## config.mk

```make
export PLATFORM = sky130hd
export DESIGN_NAME = hub_block_mover
export DESIGN_NICKNAME = d
export VERILOG_FILES = /design/src/rtl/hub_block_mover.sv
export SDC_FILE = /design/constraint.sdc
export NUM_CORES = 1
export LEC_CHECK = 0
export CAP_MARGIN = 20
export CORE_ASPECT_RATIO = 1.4
export CORE_MARGIN = 2
export CORE_UTILIZATION = 47
export CTS_BUF_LIST = sky130_fd_sc_hd__clkbuf_4
export DETAILED_ROUTE_END_ITERATION = 10
export PLACE_DENSITY_LB_ADDON = 0.25
export SKIP_LAST_GASP = 1
export SYNTH_ARGS = -nofsm -noshare
export SYNTH_HDL_FRONTEND = slang
export SYNTH_SLANG_ARGS = --single-unit
```

## constraint.sdc

```tcl
create_clock -name clk_cog -period 2.9 [get_ports clk_cog]
set_clock_uncertainty 0.05 [all_clocks]
set_input_delay 0.29 -clock clk_cog [delete_from_list [all_inputs] [get_ports clk_cog]]
set_output_delay 0.29 -clock clk_cog [all_outputs]
set_load 0.03 [all_outputs]
```

## src/rtl/hub_block_mover.sv

```systemverilog
// Hub-bus initiator that copies or fills a block of longs in hub memory,
// issuing one transfer per granted bus slot (ena_bus).
module hub_block_mover #(
    parameter int ADDR_W = 14,
    parameter int LEN_W  = 14
) (
    input  logic              clk_cog,
    input  logic              res,
    input  logic              start,
    input  logic              mode,
    input  logic              abort,
    input  logic [ADDR_W-1:0] src,
    input  logic [ADDR_W-1:0] dst,
    input  logic [LEN_W-1:0]  len,
    input  logic [31:0]       fill,
    output logic              busy,
    output logic              done,
    output logic              err,
    input  logic              ena_bus,
    output logic              mem_w,
    output logic [3:0]        mem_wb,
    output logic [ADDR_W-1:0] mem_a,
    output logic [31:0]       mem_d,
    input  logic [31:0]       mem_q,
    output logic [1:0]        state_dbg
);

    // Writes with this address bit set land in ROM space and flag err.
    localparam int ROM_BIT = 13;

    typedef enum logic [1:0] {
        IDLE = 2'd0,
        RD   = 2'd1,
        WR   = 2'd2,
        DONE = 2'd3
    } state_t;

    state_t            state_r, state_nx;
    logic [ADDR_W-1:0] sp, dp;
    logic [LEN_W-1:0]  cnt;
    logic [31:0]       fill_r;
    logic              mode_r;
    logic              load, step;

    always_ff @(posedge clk_cog or posedge res) begin
        if (res) state_r <= IDLE;
        else     state_r <= state_nx;
    end

    // Abort wins over slot progress, so an aborted final write never pulses done.
    always_comb begin
        state_nx = state_r;
        load     = 1'b0;
        step     = 1'b0;
        case (state_r)
            IDLE: begin
                if (start) begin
                    load = 1'b1;
                    if (len == '0)   state_nx = DONE;
                    else if (mode)   state_nx = WR;
                    else             state_nx = RD;
                end
            end
            RD: begin
                if (ena_bus) state_nx = WR;
                if (abort)   state_nx = IDLE;
            end
            WR: begin
                if (ena_bus) begin
                    step = 1'b1;
                    if (cnt == LEN_W'(1)) state_nx = DONE;
                    else if (mode_r)      state_nx = WR;
                    else                  state_nx = RD;
                end
                if (abort) state_nx = IDLE;
            end
            DONE: state_nx = IDLE;
            default: state_nx = IDLE;
        endcase
    end

    always_ff @(posedge clk_cog or posedge res) begin
        if (res) begin
            sp     <= '0;
            dp     <= '0;
            cnt    <= '0;
            fill_r <= '0;
            mode_r <= 1'b0;
            err    <= 1'b0;
        end else if (load) begin
            sp     <= src;
            dp     <= dst;
            cnt    <= len;
            fill_r <= fill;
            mode_r <= mode;
            err    <= 1'b0;
        end else if (step) begin
            dp  <= dp + ADDR_W'(1);
            cnt <= cnt - LEN_W'(1);
            if (!mode_r)    sp  <= sp + ADDR_W'(1);
            if (dp[ROM_BIT]) err <= 1'b1;
        end
    end

    // Bus outputs depend on registered state only; copy data passes mem_q straight through.
    always_comb begin
        mem_w  = 1'b0;
        mem_wb = 4'h0;
        mem_a  = '0;
        mem_d  = '0;
        case (state_r)
            RD: mem_a = sp;
            WR: begin
                mem_a  = dp;
                mem_w  = 1'b1;
                mem_wb = 4'hF;
                mem_d  = mode_r ? fill_r : mem_q;
            end
            default: ;
        endcase
    end

    assign busy      = (state_r == RD) || (state_r == WR);
    assign done      = (state_r == DONE);
    assign state_dbg = state_r;

endmodule
```

==> results of run 1 <==
## per-layer routing
metal / up-vias / global-route usage, %
li1: 2126 / -
met1: 2055 / 29.54
met2: 197 / 44.60
met3: 33 / 5.691
met4: 0 / 9.231
met5: - / 0
## cells in the mapped netlist, drive strengths merged (2+ instances only)
master	n
o21ai	39
buf	7
nor3	11
a21oi	3
mux2i	36
a31oi	5
nand4	8
and3	2
dfrtp	78
nand2	147
or4	2
nand3b	3
inv	12
nand4b	2
xor2	14
clkbuf	29
and4b	2
and2	2
a22oi	14
ha	9
nor4	13
or3	2
xnor2	19
nand3	11
nor2	16
nor2b	46
## through the flow
stage / instances / utilization (%)
after floorplan: 544 / -
final: 829 / 69.96
after global routing: 829 / 69.96
after CTS: 829 / 69.19
after global placement: 813 / 67.25
after detailed placement: 813 / 67.25
## critical path: cells and delay by family (launching register included)
| kind | cells | cell delay [ns] |
|---|---|---|
| adders and majority gates | 1 | 0.27 |
| buffers and inverters | 3 | 1.06 |
| and+or+nand+nor | 1 | 0.17 |
| DFF | 1 | 0.46 |
## logic make-up after synthesis
kind of cell	after synthesis
buf+inv	48
simple gates	272
xor+xnor	33
fa+ha+maj	9
flops	78
mux	36
compound gates	68
## flip-flops by register name (all words and copies together), names as in the netlist
signal / count
sp: 14
dp: 14
mode_r: 1
state_dbg: 2
err: 1
cnt: 14
fill_r: 32
## path summary, 6_finish.rpt
| path | start | to | slack (ns) | depth (start not counted) |
|---|---|---|---|---|
| hold reg to reg | fill_r[31] | fill_r[31] | 0.44 | 2 |
| max in group asynchronous | res | err | 1.92 | 3 |
| setup / recovery | state_dbg[0] | mem_d[9] | 0.15 | 5 |
| hold / removal | res | cnt[1] | 0.18 | 2 |
| setup reg to reg | state_dbg[0] | sp[13] | 0.41 | 7 |
| min in group clk_cog | fill[6] | fill_r[6] | 0.33 | 3 |
## power by group through the flow
stage | Sequential (mW) | Clock, mW | Combinational (mW)
2_1_floorplan | 2.02 | 0 | 2.28
3_3_place_gp | 2.25 | 0 | 3.11
3_5_place_dp | 2.27 | 0 | 3.20
4_1_cts | 2.26 | 0.837 | 3.21
5_1_grt | 2.35 | 0.886 | 3.49
6_report | 2.27 | 0.827 | 3.17
## area by class of cell
cell class / count / area share [%]
flip-flops and latches: 78 / 29.39
well taps: 132 / 2.482
clock buffers: 11 / 1.241
repair buffers: 173 / 27.27
multi-input cells: 418 / 37.48
inverters: 12 / 0.6769
clock inverters: 5 / 1.467
## repair_timing
action	in CTS	in global routing
buffers inserted	0	0
hold endpoints to repair	0	0
setup endpoints to repair	17	29
resized for setup	2	29
==> run_summary.xml, run 1 <==
<?xml version="1.0" encoding="UTF-8"?>
<metrics>
  <group name="pwr">
    <metric name="switching_share" unit="%">44.15</metric>
    <metric name="p_leak" unit="nW">3.215</metric>
    <metric name="switching_power" unit="mW">2.768</metric>
    <metric name="power_frac_seq" unit="%">36.3</metric>
    <metric name="max-vdd-ir-drop" unit="mV">0.4431</metric>
    <metric name="power_density" unit="mW/mm²">942.3</metric>
    <metric name="internal_power" unit="mW">3.502</metric>
    <metric name="p_comb_share" unit="%">50.6</metric>
    <metric name="clock_power_share" unit="%">13.2</metric>
    <metric name="total_power" unit="mW">6.270</metric>
  </group>
  <group name="run">
    <metric name="maxCapViolCount" unit="">0</metric>
  </group>
  <group name="worst_setup_path">
    <metric name="cpPeakStageDelay" unit="ns">0.69</metric>
    <metric name="cp.required" unit="ns">2.56</metric>
    <metric name="path_class" unit="">flop to output pin</metric>
    <metric name="critPathLaunchType" unit="">flop</metric>
    <metric name="setup.worst_path.end_class" unit="">output pin</metric>
    <metric name="critical_path_arrival" unit="ns">2.41</metric>
    <metric name="worst-path-max-fanout" unit="">56</metric>
    <metric name="cpMaxStageDelayCell" unit="">sky130_fd_sc_hd__clkdlybuf4s50_1</metric>
    <metric name="cp_cell_sequence" unit="">inv_1 -&gt; ha_2 -&gt; buf_12 -&gt; nor2b_1 -&gt; clkdlybuf4s50_1</metric>
  </group>
  <group name="route">
    <metric name="postRouteAntennaNets" unit="">0</metric>
    <metric name="wirelength" unit="µm">13090</metric>
    <metric name="drt_iter0_markers" unit="">143</metric>
    <metric name="met2_length" unit="µm">6608</metric>
    <metric name="route.vias.total" unit="">4411</metric>
    <metric name="dr.pass1.iters" unit="">5</metric>
    <metric name="met3_wirelength" unit="µm">965</metric>
    <metric name="avg_vias_per_cell" unit="">5.321</metric>
    <metric name="routed_wire_length_per_instance" unit="µm">15.79</metric>
    <metric name="post-route-drc-count" unit="">0</metric>
    <metric name="highest_layer" unit="">met4</metric>
    <metric name="wl_met1" unit="µm">5169</metric>
  </group>
  <group name="logic_synthesis">
    <metric name="synth_top_cells_by_area" unit="">sky130_fd_sc_hd__dfrtp_1 42%, sky130_fd_sc_hd__nand2_1 12%, sky130_fd_sc_hd__mux2i_1 7.8%, sky130_fd_sc_hd__nor2b_1 6.2%, sky130_fd_sc_hd__o21ai_0 4.2%</metric>
    <metric name="asyncSetResetFlopFracSynth" unit="%">100.0</metric>
    <metric name="yosys_warnings" unit="">0</metric>
    <metric name="synth_enable_flop_cells" unit="">0</metric>
    <metric name="ys.flop_type" unit="">sky130_fd_sc_hd__dfrtp_1</metric>
    <metric name="synth_top_cell_area_share" unit="%">42.04</metric>
    <metric name="synthesis.area_per_instance" unit="µm²">8.535</metric>
    <metric name="netlist_area" unit="mm²">0.004643</metric>
    <metric name="synth-seq-cells" unit="">78</metric>
    <metric name="synth_xor_xnor_area_share" unit="%">6.225</metric>
    <metric name="sequential_element_share_of_the_synthesized_area" unit="%">42.04</metric>
    <metric name="synth-simple-area-share" unit="%">28.35</metric>
    <metric name="fraction_of_the_mapped_netlist_area_in_compound_gates" unit="%">8.785</metric>
    <metric name="synth_fa_ha_area_share" unit="%">2.425</metric>
    <metric name="synth.net_count" unit="">665</metric>
    <metric name="synth_top_area_cell" unit="">sky130_fd_sc_hd__dfrtp_1</metric>
    <metric name="share_of_cell_area_taken_by_muxes_after_synthesis" unit="%">7.761</metric>
    <metric name="synth_top_family_by_area" unit="">simple AND/OR/NAND/NOR gates</metric>
    <metric name="synth.distinct_cells" unit="">42</metric>
    <metric name="netlist_instances" unit="">544</metric>
  </group>
  <group name="timing">
    <metric name="setup-tns-final" unit="ns">0</metric>
    <metric name="final.min_clock_period" unit="ns">2.752</metric>
    <metric name="fin_crit_sh" unit="%">94.90</metric>
    <metric name="final_max_slew_viol_count" unit="">0</metric>
    <metric name="maxClockFrequency" unit="GHz">0.3634</metric>
    <metric name="setup_slack" unit="ns">0.1479</metric>
    <metric name="timing.final.hold_violations" unit="">0</metric>
    <metric name="pin_slew_with_the_least_headroom_to_its_limit" unit="ns">0.6287</metric>
    <metric name="fin_hold_ws" unit="ns">0.1849</metric>
    <metric name="worst_slew_margin_rel" unit="%">58.09</metric>
    <metric name="finalSetupViolations" unit="">0</metric>
    <metric name="grt_setup_unrepaired" unit="">no</metric>
  </group>
  <group name="finish">
    <metric name="layout.nets" unit="">813</metric>
    <metric name="post_route_cell_area" unit="mm²">0.006654</metric>
    <metric name="layout.cells.most_common" unit="">sky130_fd_sc_hd__nand2_1</metric>
    <metric name="num_antenna_cells" unit="">0</metric>
    <metric name="leading_cell_types_in_the_layout_fill_and_taps_excluded" unit="">147 x sky130_fd_sc_hd__nand2_1, 138 x sky130_fd_sc_hd__clkdlybuf4s50_1, 77 x sky130_fd_sc_hd__dfrtp_1</metric>
    <metric name="layout.area.seq" unit="mm²">0.001956</metric>
    <metric name="syn_to_final_growth" unit="%">43.30</metric>
    <metric name="num-fill-cells" unit="">765</metric>
    <metric name="combined_area_of_the_multi_input_logic_cells" unit="mm²">0.002494</metric>
    <metric name="final_layout_size_suffix_gt1_share" unit="%">4.017</metric>
  </group>
  <group name="die">
    <metric name="die_ar" unit="mm²">0.01070</metric>
    <metric name="die_width" unit="µm">88.01</metric>
    <metric name="num_io_pins" unit="">168</metric>
    <metric name="floorplan.die.height" unit="µm">121.6</metric>
    <metric name="core_area" unit="mm²">0.009512</metric>
    <metric name="initial_core_util" unit="%">48.82</metric>
    <metric name="std_cell_rows" unit="">42</metric>
  </group>
  <group name="placement">
    <metric name="globalplace.congestion" unit="">0.9001</metric>
    <metric name="placement.setup.worst_slack" unit="ns">0.4523</metric>
    <metric name="dp_hpwl" unit="µm">9602</metric>
    <metric name="dpl_cell_area" unit="mm²">0.006396</metric>
    <metric name="placement.io_buffers" unit="">167</metric>
  </group>
  <group name="grt">
    <metric name="maximum_number_of_pins_on_one_net_before_global_route_repair" unit="">65</metric>
    <metric name="grt_pass1_vias" unit="">4523</metric>
    <metric name="grt.total_usage" unit="%">25.25</metric>
    <metric name="grt_antenna_before_repair" unit="">0</metric>
    <metric name="grt_first_pass_wirelength" unit="µm">21150</metric>
    <metric name="grt_remaining_overflow" unit="">0</metric>
  </group>
  <group name="min_path">
    <metric name="holdCritPathClass" unit="">primary input to asynchronous set/reset pin</metric>
  </group>
  <group name="clocking">
    <metric name="clkSlewWorstSetupHoldPaths" unit="ns">0.13</metric>
    <metric name="hold_buf_cts" unit="">0</metric>
    <metric name="worstSkewPairLatency" unit="ns">0.44</metric>
    <metric name="clock-root-buffer" unit="">sky130_fd_sc_hd__clkbuf_4</metric>
    <metric name="longest_clk_path_bufs" unit="">2</metric>
    <metric name="cts-htree-levels" unit="">3</metric>
    <metric name="cts-buffers-inserted" unit="">9</metric>
    <metric name="tritoncts" unit="">yes</metric>
    <metric name="cts_sink_count" unit="">78</metric>
  </group>
  <group name="run_status">
    <metric name="status" unit="">complete, no violations</metric>
  </group>
</metrics>
(Power assumes the default switching activity.)
==> run 2: changes to the inputs <==
CELL_PAD_IN_SITES_DETAIL_PLACEMENT = 0   (was unset)
CELL_PAD_IN_SITES_GLOBAL_PLACEMENT = 1   (was unset)
CORE_MARGIN = unset   (was 2)
CORE_UTILIZATION = 34   (was 47)
==> run 2 against run 1 <==
  * Clock power decreased by 12%
  * Combinational power grew 4%
  * Wire length rose by 4.7%
  * Fmax decreased by 1.2%
  * Cell area rose by 1.2%
  * Non-clock buffer count rose by 2
  * Register-to-register slack improved by 0.06 ns
  * Core utilization is 19 points lower
  * Largest power group unchanged
==> run_summary.xml, run 2 (synthesis gave the netlist of run 1 again) <==
<?xml version="1.0" encoding="UTF-8"?>
<metrics>
  <group name="grt">
    <metric name="maximum_number_of_pins_on_one_net_before_global_route_repair" unit="">56</metric>
    <metric name="grt.total_usage" unit="%">20.34</metric>
    <metric name="grt_remaining_overflow" unit="">0</metric>
    <metric name="grt_pass1_vias" unit="">4475</metric>
    <metric name="grt_antenna_before_repair" unit="">1</metric>
    <metric name="grt_first_pass_wirelength" unit="µm">22340</metric>
  </group>
  <group name="worst_setup_path">
    <metric name="critPathLaunchType" unit="">flop</metric>
    <metric name="cpPeakStageDelay" unit="ns">0.70</metric>
    <metric name="cpMaxStageDelayCell" unit="">sky130_fd_sc_hd__clkdlybuf4s50_1</metric>
    <metric name="path_class" unit="">flop to output pin</metric>
    <metric name="worst_reg2reg_path_startpoint" unit="">state_dbg[0]</metric>
    <metric name="critical_path_arrival" unit="ns">2.45</metric>
    <metric name="startpoint" unit="">state_dbg[1]</metric>
    <metric name="worst-path-max-fanout" unit="">16</metric>
    <metric name="cp_cell_sequence" unit="">inv_1 -&gt; ha_2 -&gt; a22oi_1 -&gt; nor2b_1 -&gt; clkdlybuf4s50_1</metric>
    <metric name="setup.worst_path.end_class" unit="">output pin</metric>
    <metric name="cp.required" unit="ns">2.56</metric>
  </group>
  <group name="timing">
    <metric name="fin_hold_ws" unit="ns">0.2235</metric>
    <metric name="final_max_slew_viol_count" unit="">0</metric>
    <metric name="fin_crit_sh" unit="%">96.08</metric>
    <metric name="timing.final.hold_violations" unit="">0</metric>
    <metric name="worst_slew_margin_rel" unit="%">52.80</metric>
    <metric name="finalSetupViolations" unit="">0</metric>
    <metric name="grt_setup_unrepaired" unit="">yes</metric>
    <metric name="final.min_clock_period" unit="ns">2.786</metric>
    <metric name="pin_slew_with_the_least_headroom_to_its_limit" unit="ns">0.7072</metric>
    <metric name="maxClockFrequency" unit="GHz">0.3589</metric>
  </group>
  <group name="die">
    <metric name="num_io_pins" unit="">168</metric>
    <metric name="floorplan.die.height" unit="µm">140.3</metric>
    <metric name="std_cell_rows" unit="">50</metric>
    <metric name="die_ar" unit="mm²">0.01413</metric>
    <metric name="core_area" unit="mm²">0.01333</metric>
    <metric name="initial_core_util" unit="%">34.85</metric>
    <metric name="die_width" unit="µm">100.8</metric>
  </group>
  <group name="pwr">
    <metric name="p_leak" unit="nW">3.253</metric>
    <metric name="power_density" unit="mW/mm²">923.0</metric>
    <metric name="max-vdd-ir-drop" unit="mV">0.3619</metric>
  </group>
  <group name="clocking">
    <metric name="hold_buf_cts" unit="">0</metric>
    <metric name="cts_sink_count" unit="">78</metric>
    <metric name="cts-buffers-inserted" unit="">9</metric>
    <metric name="longest_clk_path_bufs" unit="">2</metric>
    <metric name="worstSkewPairLatency" unit="ns">0.42</metric>
    <metric name="clock-root-buffer" unit="">sky130_fd_sc_hd__clkbuf_4</metric>
    <metric name="clkSlewWorstSetupHoldPaths" unit="ns">0.12</metric>
    <metric name="tritoncts" unit="">yes</metric>
    <metric name="cts-htree-levels" unit="">3</metric>
  </group>
  <group name="run">
    <metric name="maxCapViolCount" unit="">0</metric>
  </group>
  <group name="route">
    <metric name="postRouteAntennaNets" unit="">0</metric>
    <metric name="drt_iter0_markers" unit="">144</metric>
    <metric name="route.vias.total" unit="">4296</metric>
    <metric name="dr.pass1.iters" unit="">4</metric>
    <metric name="routed_wire_length_per_instance" unit="µm">15.56</metric>
    <metric name="post-route-drc-count" unit="">0</metric>
    <metric name="wirelength" unit="µm">13710</metric>
    <metric name="avg_vias_per_cell" unit="">4.876</metric>
  </group>
  <group name="finish">
    <metric name="largest_register_ffs" unit="">32</metric>
    <metric name="max_flop_register" unit="">fill_r</metric>
    <metric name="syn_to_final_growth" unit="%">45.06</metric>
    <metric name="final_layout_size_suffix_gt1_share" unit="%">4.298</metric>
    <metric name="post-route-util" unit="%">50.54</metric>
    <metric name="layout.cells.most_common" unit="">sky130_fd_sc_hd__nand2_1</metric>
    <metric name="leading_cell_types_in_the_layout_fill_and_taps_excluded" unit="">147 x sky130_fd_sc_hd__nand2_1, 135 x sky130_fd_sc_hd__clkdlybuf4s50_1, 77 x sky130_fd_sc_hd__dfrtp_1</metric>
    <metric name="layout.nets" unit="">815</metric>
  </group>
  <group name="run_status">
    <metric name="status" unit="">complete, no violations</metric>
  </group>
  <group name="placement">
    <metric name="placement.io_buffers" unit="">167</metric>
    <metric name="globalplace.congestion" unit="">0.8279</metric>
    <metric name="dp_hpwl" unit="µm">9935</metric>
  </group>
  <group name="min_path">
    <metric name="holdCritPathClass" unit="">primary input to asynchronous set/reset pin</metric>
  </group>
</metrics>
==> run 2: cell count changes in the layout (fill, tap and decap cells not counted) <==
cell / previous run / this run
sky130_fd_sc_hd__buf_12: 2 / 3
sky130_fd_sc_hd__buf_4: 4 / 5
sky130_fd_sc_hd__bufinv_16: 3 / 2
sky130_fd_sc_hd__clkbuf_4: 11 / 10
sky130_fd_sc_hd__clkdlybuf4s50_1: 138 / 135
sky130_fd_sc_hd__clkinv_2: 0 / 1
sky130_fd_sc_hd__clkinvlp_4: 0 / 1
sky130_fd_sc_hd__dfrtp_2: 0 / 1
sky130_fd_sc_hd__dfrtp_4: 1 / 0
sky130_fd_sc_hd__diode_2: 0 / 1
sky130_fd_sc_hd__dlymetal6s2s_1: 29 / 32
sky130_fd_sc_hd__ha_1: 7 / 6
sky130_fd_sc_hd__ha_4: 0 / 1
sky130_fd_sc_hd__inv_2: 1 / 0
==> run 2: per-layer routing <==
metal	GRT usage, %	vias to the layer above	part of all wire, %	wire length, µm
met2	36.19	142	52	7115
li1	-	2139	-	-
met5	0	-	0	0
met1	23.68	2005	41	5578
met4	5.339	0	1.4	190
met3	5.739	10	6.0	828
==> run 2: where the power goes <==
group          switching [mW]  internal, mW  leakage [nW]
clock network           0.377         0.350        0.0776
registers               0.572          1.61         0.959
logic                    1.83          1.48          2.22
total                    2.78          3.43          3.25
==> run 2: worst max-delay path, delay by kind of cell, from the launching register on <==
family / cells / cell delay, ns
flip-flops: 1 / 0.48
AO/OA/AOI/OAI: 1 / 0.14
adder cells (fa/ha/maj): 1 / 0.39
AND/OR/NAND/NOR: 1 / 0.18
buffers and inverters: 2 / 0.83
==> run 2: per-stage QoR <==
step	setup slack, ns	instance area, µm²	instances	total power [mW]	TNS [ns]
CTS	-0.1043	6638	880	6.289	-2.512
floorplan	0.1721	4643	544	4.304	0
global placement	0.4645	6487	865	5.467	0
detailed placement	0.3827	6487	865	5.527	0
finish	0.1138	6735	881	6.217	0
global route	-0.04976	6735	881	6.697	-0.1710
==> run 2: area by class of cell <==
| cell class | instances | area (µm²) |
|---|---|---|
| well taps | 182 | 227.7 |
| repair buffers | 175 | 1849 |
| clock buffers | 10 | 75.07 |
| multi-input cells | 418 | 2506 |
| fillers | 1286 | 6590 |
| diodes | 1 | 2.502 |
| inverters | 12 | 46.29 |
| clock inverters | 5 | 75.07 |
| flip-flops and latches | 78 | 1953 |
==> run 2: path summary, 6_finish.rpt <==
check / endpoint / slack [ns] / cells past startpoint
worst max-delay path: mem_a[12] / 0.11 / 5
worst min-delay path: fill_r[27] / 0.22 / 2
worst max register to register: cnt[13] / 0.47 / 7
worst min register to register: fill_r[11] / 0.44 / 2
max in group asynchronous: dp[0] / 1.91 / 3
min in group clk_cog: fill_r[31] / 0.33 / 3
==> run 2: what timing repair did <==
| item | 4_1_cts | 5_1_grt |
|---|---|---|
| setup buffers | 0 | 0 |
| gates resized for setup | 0 | 35 |
| setup endpoints to repair | 42 | 51 |
==> run 3: changes to the inputs <==
ABC_AREA = 1   (was unset)
ABC_CLOCK_PERIOD_IN_PS = 2900   (was unset)
CORE_UTILIZATION = 33   (was 34)
==> run 3 against run 2 <==
  * Sequential share of layout area is 1.9 points lower
  * Sequential power is essentially flat
  * Flip-flop and latch count unchanged
  * Largest power group unchanged
  * Highest routed layer unchanged
==> run_summary.xml, run 3 <==
<?xml version="1.0" encoding="UTF-8"?>
<metrics>
  <group name="run_status">
    <metric name="status" unit="">complete, no violations</metric>
  </group>
  <group name="pwr">
    <metric name="power_density" unit="mW/mm²">954.2</metric>
    <metric name="p_comb_share" unit="%">57.3</metric>
    <metric name="total_power" unit="mW">6.862</metric>
    <metric name="max-vdd-ir-drop" unit="mV">0.3962</metric>
    <metric name="switching_share" unit="%">50.51</metric>
    <metric name="clock_power_share" unit="%">11.1</metric>
    <metric name="power_frac_seq" unit="%">31.6</metric>
    <metric name="p_leak" unit="nW">3.715</metric>
    <metric name="internal_power" unit="mW">3.396</metric>
    <metric name="switching_power" unit="mW">3.466</metric>
  </group>
  <group name="logic_synthesis">
    <metric name="synth_xor_xnor_area_share" unit="%">1.697</metric>
    <metric name="synth_enable_flop_cells" unit="">0</metric>
    <metric name="synth_top_family_by_area" unit="">simple AND/OR/NAND/NOR gates</metric>
    <metric name="netlist_area" unit="mm²">0.005162</metric>
    <metric name="netlist_instances" unit="">755</metric>
    <metric name="synth-seq-cells" unit="">78</metric>
    <metric name="synth_top_area_cell" unit="">sky130_fd_sc_hd__dfrtp_1</metric>
    <metric name="fraction_of_the_mapped_netlist_area_in_compound_gates" unit="%">11.42</metric>
    <metric name="synth-simple-area-share" unit="%">38.66</metric>
    <metric name="sequential_element_share_of_the_synthesized_area" unit="%">37.81</metric>
    <metric name="most_frequent_cell_after_synthesis" unit="">sky130_fd_sc_hd__nand2_1</metric>
    <metric name="ys.flop_type" unit="">sky130_fd_sc_hd__dfrtp_1</metric>
    <metric name="yosys_warnings" unit="">0</metric>
    <metric name="synth_common_cells" unit="">253 x sky130_fd_sc_hd__nand2_1, 120 x sky130_fd_sc_hd__nor2_1, 78 x sky130_fd_sc_hd__dfrtp_1</metric>
    <metric name="synth_fa_ha_area_share" unit="%">2.181</metric>
    <metric name="asyncSetResetFlopFracSynth" unit="%">100.0</metric>
    <metric name="synth_top_cell_area_share" unit="%">37.81</metric>
    <metric name="share_of_cell_area_taken_by_muxes_after_synthesis" unit="%">0</metric>
    <metric name="synth.net_count" unit="">876</metric>
    <metric name="synthesis.area_per_instance" unit="µm²">6.838</metric>
    <metric name="synth.distinct_cells" unit="">40</metric>
    <metric name="synth_top_cells_by_area" unit="">sky130_fd_sc_hd__dfrtp_1 38%, sky130_fd_sc_hd__nand2_1 18%, sky130_fd_sc_hd__nor2_1 8.7%, sky130_fd_sc_hd__o21ai_0 4.8%, sky130_fd_sc_hd__nand3_1 4.4%</metric>
  </group>
  <group name="route">
    <metric name="wirelength" unit="µm">16420</metric>
    <metric name="post-route-drc-count" unit="">0</metric>
    <metric name="postRouteAntennaNets" unit="">0</metric>
    <metric name="met2_length" unit="µm">8204</metric>
    <metric name="drt_iter0_markers" unit="">360</metric>
    <metric name="routed_wire_length_per_instance" unit="µm">14.88</metric>
    <metric name="wl_met1" unit="µm">6942</metric>
    <metric name="met3_wirelength" unit="µm">935</metric>
    <metric name="avg_vias_per_cell" unit="">4.911</metric>
    <metric name="route.vias.total" unit="">5417</metric>
    <metric name="highest_layer" unit="">met4</metric>
    <metric name="dr.pass1.iters" unit="">4</metric>
  </group>
  <group name="worst_setup_path">
    <metric name="cp.required" unit="ns">2.56</metric>
    <metric name="worst-path-max-fanout" unit="">14</metric>
    <metric name="cpPeakStageDelay" unit="ns">0.69</metric>
    <metric name="setup.worst_path.end_class" unit="">output pin</metric>
    <metric name="critical_path_arrival" unit="ns">2.37</metric>
    <metric name="cpMaxStageDelayCell" unit="">sky130_fd_sc_hd__clkdlybuf4s50_1</metric>
    <metric name="critPathLaunchType" unit="">flop</metric>
    <metric name="cp_cell_sequence" unit="">inv_1 -&gt; ha_1 -&gt; inv_1 -&gt; a21oi_1 -&gt; clkdlybuf4s50_1</metric>
    <metric name="startpoint" unit="">state_dbg[0]</metric>
    <metric name="path_class" unit="">flop to output pin</metric>
    <metric name="critical_path.most_common_cell" unit="">sky130_fd_sc_hd__inv_1</metric>
    <metric name="worst_reg2reg_path_startpoint" unit="">state_dbg[0]</metric>
  </group>
  <group name="finish">
    <metric name="layout.nets" unit="">1027</metric>
    <metric name="num-fill-cells" unit="">1574</metric>
    <metric name="layout.cells.most_common" unit="">sky130_fd_sc_hd__nand2_1</metric>
    <metric name="combined_area_of_the_multi_input_logic_cells" unit="mm²">0.002785</metric>
    <metric name="final_layout_size_suffix_gt1_share" unit="%">7.363</metric>
    <metric name="largest_register_ffs" unit="">32</metric>
    <metric name="post_route_cell_area" unit="mm²">0.007192</metric>
    <metric name="max_flop_register" unit="">fill_r</metric>
    <metric name="finish.cell_count_without_fillers" unit="">1103</metric>
    <metric name="syn_to_final_growth" unit="%">39.31</metric>
    <metric name="layout.area.seq" unit="mm²">0.001952</metric>
    <metric name="leading_cell_types_in_the_layout_fill_and_taps_excluded" unit="">253 x sky130_fd_sc_hd__nand2_1, 136 x sky130_fd_sc_hd__clkdlybuf4s50_1, 120 x sky130_fd_sc_hd__nor2_1</metric>
  </group>
  <group name="timing">
    <metric name="finalSetupViolations" unit="">0</metric>
    <metric name="fin_crit_sh" unit="%">93.61</metric>
    <metric name="final_max_slew_viol_count" unit="">0</metric>
    <metric name="final.min_clock_period" unit="ns">2.715</metric>
    <metric name="worst_slew_margin_rel" unit="%">59.92</metric>
    <metric name="maxClockFrequency" unit="GHz">0.3684</metric>
    <metric name="pin_slew_with_the_least_headroom_to_its_limit" unit="ns">0.6003</metric>
    <metric name="timing.final.hold_violations" unit="">0</metric>
    <metric name="fin_hold_ws" unit="ns">0.1710</metric>
  </group>
  <group name="die">
    <metric name="num_io_pins" unit="">168</metric>
    <metric name="core_area" unit="mm²">0.01512</metric>
    <metric name="std_cell_rows" unit="">53</metric>
    <metric name="initial_core_util" unit="%">34.14</metric>
    <metric name="die_ar" unit="mm²">0.01615</metric>
    <metric name="floorplan.die.height" unit="µm">150.0</metric>
    <metric name="die_width" unit="µm">107.7</metric>
  </group>
  <group name="clocking">
    <metric name="cts_setup_buffers" unit="">0</metric>
    <metric name="tritoncts" unit="">yes</metric>
    <metric name="longest_clk_path_bufs" unit="">2</metric>
    <metric name="clkSlewWorstSetupHoldPaths" unit="ns">0.15</metric>
    <metric name="cts-htree-levels" unit="">3</metric>
    <metric name="hold_buf_cts" unit="">0</metric>
    <metric name="worstSkewPairLatency" unit="ns">0.44</metric>
    <metric name="cts_sink_count" unit="">78</metric>
    <metric name="cts-buffers-inserted" unit="">9</metric>
    <metric name="clock-root-buffer" unit="">sky130_fd_sc_hd__clkbuf_4</metric>
  </group>
  <group name="placement">
    <metric name="dpl_cell_area" unit="mm²">0.006957</metric>
    <metric name="placement.io_buffers" unit="">167</metric>
    <metric name="dp_hpwl" unit="µm">12150</metric>
    <metric name="globalplace.congestion" unit="">0.8306</metric>
    <metric name="placed_cell_count" unit="">1087</metric>
  </group>
  <group name="grt">
    <metric name="grt.total_usage" unit="%">20.70</metric>
    <metric name="grt_remaining_overflow" unit="">0</metric>
    <metric name="maximum_number_of_pins_on_one_net_before_global_route_repair" unit="">55</metric>
    <metric name="grt_pass1_vias" unit="">5224</metric>
    <metric name="grt_antenna_before_repair" unit="">1</metric>
    <metric name="grt_first_pass_wirelength" unit="µm">25990</metric>
  </group>
  <group name="min_path">
    <metric name="holdCritPathClass" unit="">primary input to asynchronous set/reset pin</metric>
  </group>
  <group name="run">
    <metric name="maxCapViolCount" unit="">0</metric>
  </group>
</metrics>
[run 3: metrics by stage]
stage          utilization, %  setup TNS [ns]  setup WS (ns)
2_1_floorplan               -               0         0.4326
3_3_place_gp            46.01               0         0.6533
3_5_place_dp            46.01               0         0.5655
4_1_cts                 47.04               0        0.03740
5_1_grt                 47.57        -0.01369       -0.01140
6_report                47.57               0         0.1854
[run 3: cells by family (layout without fill, tap and decap cells)]
| kind of cell | Yosys count | count (layout) |
|---|---|---|
| AOI/OAI and AO/OA | 104 | 104 |
| xor gates and xnor gates | 10 | 10 |
| adders and majority gates | 9 | 9 |
| buffers and inverters | 89 | 244 |
| DFF | 78 | 78 |
| other | 0 | 1 |
| and+or+nand+nor | 465 | 465 |
[run 3: metal layers]
metal  up-vias  GRT usage (%)
li1       2706              -
met1      2525          24.39
met2       163          37.76
met3        23          3.049
met4         0          7.123
met5         -              0
[run 3: cell type report]
type                            instances  share of cell area (%)
Clock buffer                            9                  0.9395
Clock inverter                          6                   1.218
Sequential cell                        78                   27.14
Tap cell                              192                   3.340
Timing Repair Buffer                  177                   25.71
Antenna cell                            1                 0.03479
Multi-Input combinational cell        588                   38.73
Inverter                               52                   2.888
[run 3: path summary, 6_finish.rpt]
path / to / slack, ns / depth (start not counted)
min in group clk_cog: fill_r[16] / 0.31 / 3
max in group asynchronous: fill_r[21] / 1.88 / 3
hold / removal: sp[7] / 0.17 / 2
setup / recovery: mem_a[0] / 0.19 / 5
setup reg to reg: sp[4] / 0.71 / 9
hold reg to reg: fill_r[0] / 0.45 / 2
[run 3: power groups by stage]
| stage | logic (mW) | registers, mW | clock network, mW |
|---|---|---|---|
| after global routing | 4.38 | 2.24 | 0.827 |
| after global placement | 3.93 | 2.17 | 0 |
| after detailed placement | 3.98 | 2.18 | 0 |
| final | 3.93 | 2.17 | 0.761 |
| after CTS | 3.99 | 2.16 | 0.797 |
| after floorplan | 2.80 | 2.05 | 0 |
[run 3: repair_timing]
action	CTS	global route
hold endpoints to repair	0	0
setup endpoints to repair	0	31
resized for setup	0	31
[run 3: worst max-delay path, delay by kind of cell (launching register included)]
family / cells / cell delay [ns]
adders and majority gates: 1 / 0.31
buffers and inverters: 3 / 1.00
AOI/OAI and AO/OA: 1 / 0.19
DFF: 1 / 0.43
